--- src/rtl/avalon_burst_master.sv ---
// Avalon-MM burst master: turns one client request into a single read or write burst.
// Latency: read command issued the cycle after acceptance; read data returned one cycle after readDataValid.
// Backpressure: waitRequest stalls commands/write beats; wrDataValid gaps stall writes; no read-side throttle.
//
// Ports:
//   clk, rst_n                      - clock, synchronous active-low reset
//   req*                            - request handshake (reqValid/reqReady), direction, start address, beat count
//   wrData*/wrByteEnable            - write beat stream (wrDataValid/wrDataReady)
//   rdDataValid/rdData/rdLast       - read beat stream, one cycle after the Avalon response
//   done                            - one-cycle pulse when a burst completes
//   address..burstCount, waitRequest, readData, readDataValid - Avalon-MM master side
module avalon_burst_master #(
    parameter int ADDR_WIDTH = 32,
    parameter int DATA_WIDTH = 32,
    parameter int BURST_MAX  = 8
) (
    input  logic                    clk,
    input  logic                    rst_n,
    // request port
    input  logic                    reqValid,
    output logic                    reqReady,
    input  logic                    reqWrite,
    input  logic [ADDR_WIDTH-1:0]   reqAddress,
    input  logic [7:0]              reqLen,
    // write stream
    input  logic                    wrDataValid,
    output logic                    wrDataReady,
    input  logic [DATA_WIDTH-1:0]   wrData,
    input  logic [DATA_WIDTH/8-1:0] wrByteEnable,
    // read stream
    output logic                    rdDataValid,
    output logic [DATA_WIDTH-1:0]   rdData,
    output logic                    rdLast,
    output logic                    done,
    // Avalon master
    output logic [ADDR_WIDTH-1:0]   address,
    output logic [DATA_WIDTH/8-1:0] byteEnable,
    output logic                    read,
    output logic                    write,
    output logic [DATA_WIDTH-1:0]   writeData,
    output logic                    beginBurstTransfer,
    output logic [7:0]              burstCount,
    input  logic                    waitRequest,
    input  logic [DATA_WIDTH-1:0]   readData,
    input  logic                    readDataValid
);

    localparam int                    BE_WIDTH    = DATA_WIDTH / 8;
    localparam int                    ADDR_LSB    = $clog2(BE_WIDTH);
    localparam logic [7:0]            BURST_MAX_L = 8'(BURST_MAX);
    // Clears the sub-word byte offset so every burst starts word aligned.
    localparam logic [ADDR_WIDTH-1:0] ADDR_MASK   = {ADDR_WIDTH{1'b1}} << ADDR_LSB;

    typedef enum logic [1:0] {
        IDLE    = 2'd0,
        RD_CMD  = 2'd1,
        RD_DATA = 2'd2,
        WR_DATA = 2'd3
    } state_t;

    state_t                  state_q, state_d;
    logic [ADDR_WIDTH-1:0]   address_q, address_d;
    logic [7:0]              burst_count_q, burst_count_d;
    logic [7:0]              beat_cnt_q, beat_cnt_d;
    logic [DATA_WIDTH-1:0]   rd_data_q, rd_data_d;
    logic                    rd_data_vld_q, rd_data_vld_d;
    logic                    rd_last_q, rd_last_d;
    logic                    done_q, done_d;
    // Set on acceptance; drives beginBurstTransfer until the command (read)
    // or the first beat (write) has been presented/transferred.
    logic                    first_q, first_d;

    logic [7:0]              len_clamped;
    logic                    rd_beat;
    logic                    wr_beat;

    always_comb begin
        if (reqLen == 8'd0) begin
            len_clamped = 8'd1;
        end else if (reqLen > BURST_MAX_L) begin
            len_clamped = BURST_MAX_L;
        end else begin
            len_clamped = reqLen;
        end
    end

    always_comb begin
        state_d       = state_q;
        address_d     = address_q;
        burst_count_d = burst_count_q;
        beat_cnt_d    = beat_cnt_q;
        rd_data_d     = rd_data_q;
        rd_data_vld_d = 1'b0;
        rd_last_d     = 1'b0;
        done_d        = 1'b0;
        first_d       = first_q;
        rd_beat       = 1'b0;
        wr_beat       = 1'b0;

        reqReady           = 1'b0;
        read               = 1'b0;
        write              = 1'b0;
        beginBurstTransfer = 1'b0;
        byteEnable         = '0;
        writeData          = '0;
        wrDataReady        = 1'b0;

        case (state_q)
            IDLE: begin
                reqReady = 1'b1;
                if (reqValid) begin
                    address_d     = reqAddress & ADDR_MASK;
                    burst_count_d = len_clamped;
                    beat_cnt_d    = len_clamped;
                    first_d       = 1'b1;
                    state_d       = reqWrite ? WR_DATA : RD_CMD;
                end
            end
            RD_CMD: begin
                read               = 1'b1;
                byteEnable         = '1;
                beginBurstTransfer = first_q;
                first_d            = 1'b0;
                if (!waitRequest) begin
                    state_d = RD_DATA;
                    // A response may already arrive in the command-accept cycle.
                    rd_beat = readDataValid;
                end
            end
            RD_DATA: begin
                rd_beat = readDataValid;
            end
            WR_DATA: begin
                write              = wrDataValid;
                writeData          = wrData;
                byteEnable         = wrByteEnable;
                wrDataReady        = !waitRequest;
                beginBurstTransfer = first_q;
                wr_beat            = wrDataValid && !waitRequest;
                if (wr_beat) begin
                    first_d    = 1'b0;
                    beat_cnt_d = beat_cnt_q - 8'd1;
                    if (beat_cnt_q == 8'd1) begin
                        done_d  = 1'b1;
                        state_d = IDLE;
                    end
                end
            end
            default: begin
                state_d = IDLE;
            end
        endcase

        if (rd_beat) begin
            rd_data_d     = readData;
            rd_data_vld_d = 1'b1;
            beat_cnt_d    = beat_cnt_q - 8'd1;
            if (beat_cnt_q == 8'd1) begin
                rd_last_d = 1'b1;
                done_d    = 1'b1;
                state_d   = IDLE;
            end
        end

        // Handshake and command strobes stay quiet for the whole reset cycle.
        if (!rst_n) begin
            reqReady           = 1'b0;
            read               = 1'b0;
            write              = 1'b0;
            beginBurstTransfer = 1'b0;
            wrDataReady        = 1'b0;
        end
    end

    always_ff @(posedge clk) begin
        if (!rst_n) begin
            state_q       <= IDLE;
            address_q     <= '0;
            burst_count_q <= '0;
            beat_cnt_q    <= '0;
            rd_data_q     <= '0;
            rd_data_vld_q <= 1'b0;
            rd_last_q     <= 1'b0;
            done_q        <= 1'b0;
            first_q       <= 1'b0;
        end else begin
            state_q       <= state_d;
            address_q     <= address_d;
            burst_count_q <= burst_count_d;
            beat_cnt_q    <= beat_cnt_d;
            rd_data_q     <= rd_data_d;
            rd_data_vld_q <= rd_data_vld_d;
            rd_last_q     <= rd_last_d;
            done_q        <= done_d;
            first_q       <= first_d;
        end
    end

    assign address     = address_q;
    assign burstCount  = burst_count_q;
    assign rdData      = rd_data_q;
    assign rdDataValid = rd_data_vld_q;
    assign rdLast      = rd_last_q;
    assign done        = done_q;

endmodule

--- config.mk ---
export PLATFORM = sky130hd
export DESIGN_NAME = avalon_burst_master
export DESIGN_NICKNAME = d
export VERILOG_FILES = /design/src/rtl/avalon_burst_master.sv
export SDC_FILE = /design/constraint.sdc
export NUM_CORES = 1
export LEC_CHECK = 0
export CORE_MARGIN = 1
export CORE_UTILIZATION = 40
export DETAILED_ROUTE_END_ITERATION = 12
export PLACE_DENSITY = 0.87
export SLEW_MARGIN = 10
export SYNTH_ARGS = -nofsm -noshare
export SYNTH_HDL_FRONTEND = slang
export SYNTH_SLANG_ARGS = --single-unit
--- constraint.sdc ---
create_clock -name clk -period 3.09 [get_ports clk]
set_input_delay 0.7725 -clock clk [delete_from_list [all_inputs] [get_ports clk]]
set_output_delay 0.7725 -clock clk [all_outputs]
set_load 0.01 [all_outputs]
==> metrics.cfg <==
[sta]
timing.final.crit_share_pct = 87.81
finalSetupTns_ns = 0
skew_ns = 0.01440
setup_viol = 0
layout_min_cycle_time_ns = 2.713
max_freq_mhz = 368.6
maxSlewViolCount = 0
hold_viol_final = 0
rsz0062_at_grt = false

[hold_path]
hold_start = rdData[27]
hp-class = reg2reg

[placed_design]
dpl.cell_count = 774
io_buffers = 226
dp.final_hpwl_um = 8127
place.gp.congestion = 0.8693

[cts]
path_clk_slew_ns = 0.08
clk-insertion-delay-late_ns = 0.35
root_buffer = clkbuf_8
postCtsSetupRepairBufs = 0
cts.sinks = 84
cts_hold_buf = 0
cts_resized = 0
cts.htree.levels = 3
cts_buffer_depth = 2
cts_made_buffers = 9
cts_tree = built

[worst_setup_path]
critPathMaxFanout = 3
cp.required_ns = 2.32
startpoint = wrDataValid
arrival_ns = 1.94
regToRegStartpoint = state_q[1]
critical_path_class = in2out
cp-start-kind = input port
critPathCaptureType = output port

[global_routing]
grt_max_degree = 59
grt.overflow.total = 0
grt_pass1_wl_um = 17360
first_global_vias = 3785
track_usage_pct = 22.10
antenna_found_initial = 0

[routing]
drc = 12
num_vias = 3790
vias_per_cell = 4.797
wire_per_inst_um = 13.41
wl_met2_um = 5144
ant_nets = 0
wl_met3_um = 882
first_iter_violations = 153
highest_layer = met4
routed_wl_um = 10590
wl_met1_um = 4243
dr.pass1.iters = 10

[cells_and_area]
layout-drive-gt1-share_pct = 4.692
n_antenna_cell = 0
final_cells = 790
layout.nets = 799
fill_cells = 684
syn2layout_area_growth_pct = 70.00

[synth]
synth_warnings = 0
synth_cell_type_count = 40
synthArstFlopShare_pct = 0
synth_edf_count = 0
synth-main-ff-cell = dfxtp_1
syn_avg_cell_area_um2 = 8.040
ys_seq_area_share_pct = 45.67
synth_area_um2 = 3682
ys_ff_latch = 84
synth_cells = 458

[die]
start_util_pct = 41.82
fp-row-count = 34
fp.coreArea_um2 = 8806
die_h_um = 97.95
die_w_um = 97.95
dieArea_um2 = 9593
num_io_pins = 231

[flow_run]
max-cap-violations = 0

[power]
powerDensity_nw_per_um2 = 452.1
p_leak_nw = 2.374
ir_drop_v = 0.0002760

[outcome]
outcome = complete, but fails checks
violations = design-rule violations

-- flip-flops by register name (all words and copies together) (netlist names) --
name and count:
rdData 32, state_q 2, first_q 1, address 30, rdDataValid 1, burstCount 8
done 1, rdLast 1, beat_cnt_q 8
-- metal layers --
| layer | GRT usage (%) | vias up |
|---|---|---|
| met1 | 25.37 | 1697 |
| met3 | 7.659 | 32 |
| met4 | 9.324 | 0 |
| met2 | 37.32 | 141 |
| met5 | 0 | - |
| li1 | - | 1920 |
-- worst paths after layout --
check / endpoint / slack, ns / cells after the start
hold / removal: rdData[27] / 0.46 / 2
setup reg to reg: beat_cnt_q[5] / 1.05 / 8
hold reg to reg: rdData[27] / 0.46 / 2
setup / recovery: write / 0.38 / 3
-- cell usage after synthesis (3+ instances only) --
cell type / count / area [um2]
nor2b_1: 4 / 25.02
ha_1: 7 / 87.58
o21ai_0: 8 / 40.04
o211ai_1: 3 / 22.52
nor2_1: 19 / 71.32
nor3_1: 3 / 15.01
and2_1: 36 / 225.2
a21boi_0: 67 / 503.0
and3_1: 5 / 31.28
clkbuf_1: 24 / 90.09
nand2_1: 148 / 555.5
dfxtp_1: 84 / 1682
inv_1: 7 / 26.28
a21oi_1: 4 / 20.02
buf_1: 4 / 15.01
nand2b_1: 4 / 25.02
nand3_1: 3 / 15.01
-- cell usage in the layout (no fill, tap or decap), types with 3 or more instances in the layout --
master           Yosys  routed
a21boi_0            67      67
a21oi_1              4       4
and2_1              36      36
and3_1               5       5
buf_4                2      11
clkbuf_8             0       9
clkdlybuf4s50_1      0     225
dfxtp_1             84      84
ha_1                 7       7
inv_1                7       7
nand2_1            148     148
nand2b_1             4       4
nand3_1              3       3
nor2_1              19      19
nor2b_1              4       4
nor3_1               3       3
o211ai_1             3       3
o21ai_0              8       8
-- power by group --
part	total [W]	switching, W	internal [W]	leakage, nW
clock	0.000802	0.000414	0.000388	0.108
sequential	0.00123	0.0000542	0.00117	0.684
combinational	0.000802	0.000365	0.000437	1.58
total	0.00283	0.000833	0.00200	2.37
-- final cells by class --
class | count | area, um2 | share of cell area [%]
inverters | 7 | 26.28 | 0.4197
well taps | 108 | 135.1 | 2.159
clock inverters | 7 | 80.08 | 1.279
repair buffers | 238 | 2360 | 37.70
multi-input cells | 337 | 1853 | 29.60
flip-flops and latches | 84 | 1682 | 26.86
clock buffers | 9 | 123.9 | 1.979
-- critical path: stages --
cell             delay, ns
clkdlybuf4s50_1       0.49
and3_1                0.15
clkdlybuf4s50_1       0.53
-- logic make-up (layout without fill, tap and decap cells) --
kind of cell | Yosys count | after routing | share of synthesized area, %
adder cells (fa/ha/maj) | 7 | 7 | 2.378
AO/OA/AOI/OAI | 96 | 96 | 19.27
AND/OR/NAND/NOR | 228 | 228 | 27.49
flip-flops | 84 | 84 | 45.67
multiplexers | 1 | 1 | 0.2718
buffers and inverters | 38 | 261 | 4.111
XOR/XNOR | 3 | 3 | 0.7137
other | 1 | 2 | 0.1018
-- metrics by stage --
| stage | worst slack [ns] | power [W] | hold WS, ns | cell area [um2] | util [%] |
|---|---|---|---|---|---|
| floorplan | 0.8373 | 0.001640 | 0.4660 | 3686 | - |
| global placement | 0.3759 | 0.002024 | 0.4497 | 6056 | 68.77 |
| detailed placement | 0.3706 | 0.002051 | 0.4562 | 6056 | 68.77 |
| CTS | 0.3694 | 0.002862 | 0.4669 | 6260 | 71.09 |
| global route | 0.2451 | 0.002993 | 0.4921 | 6260 | 71.09 |
| finish | 0.3767 | 0.002830 | 0.4632 | 6260 | 71.09 |
No activity file was read; power rests on OpenSTA's default activity.
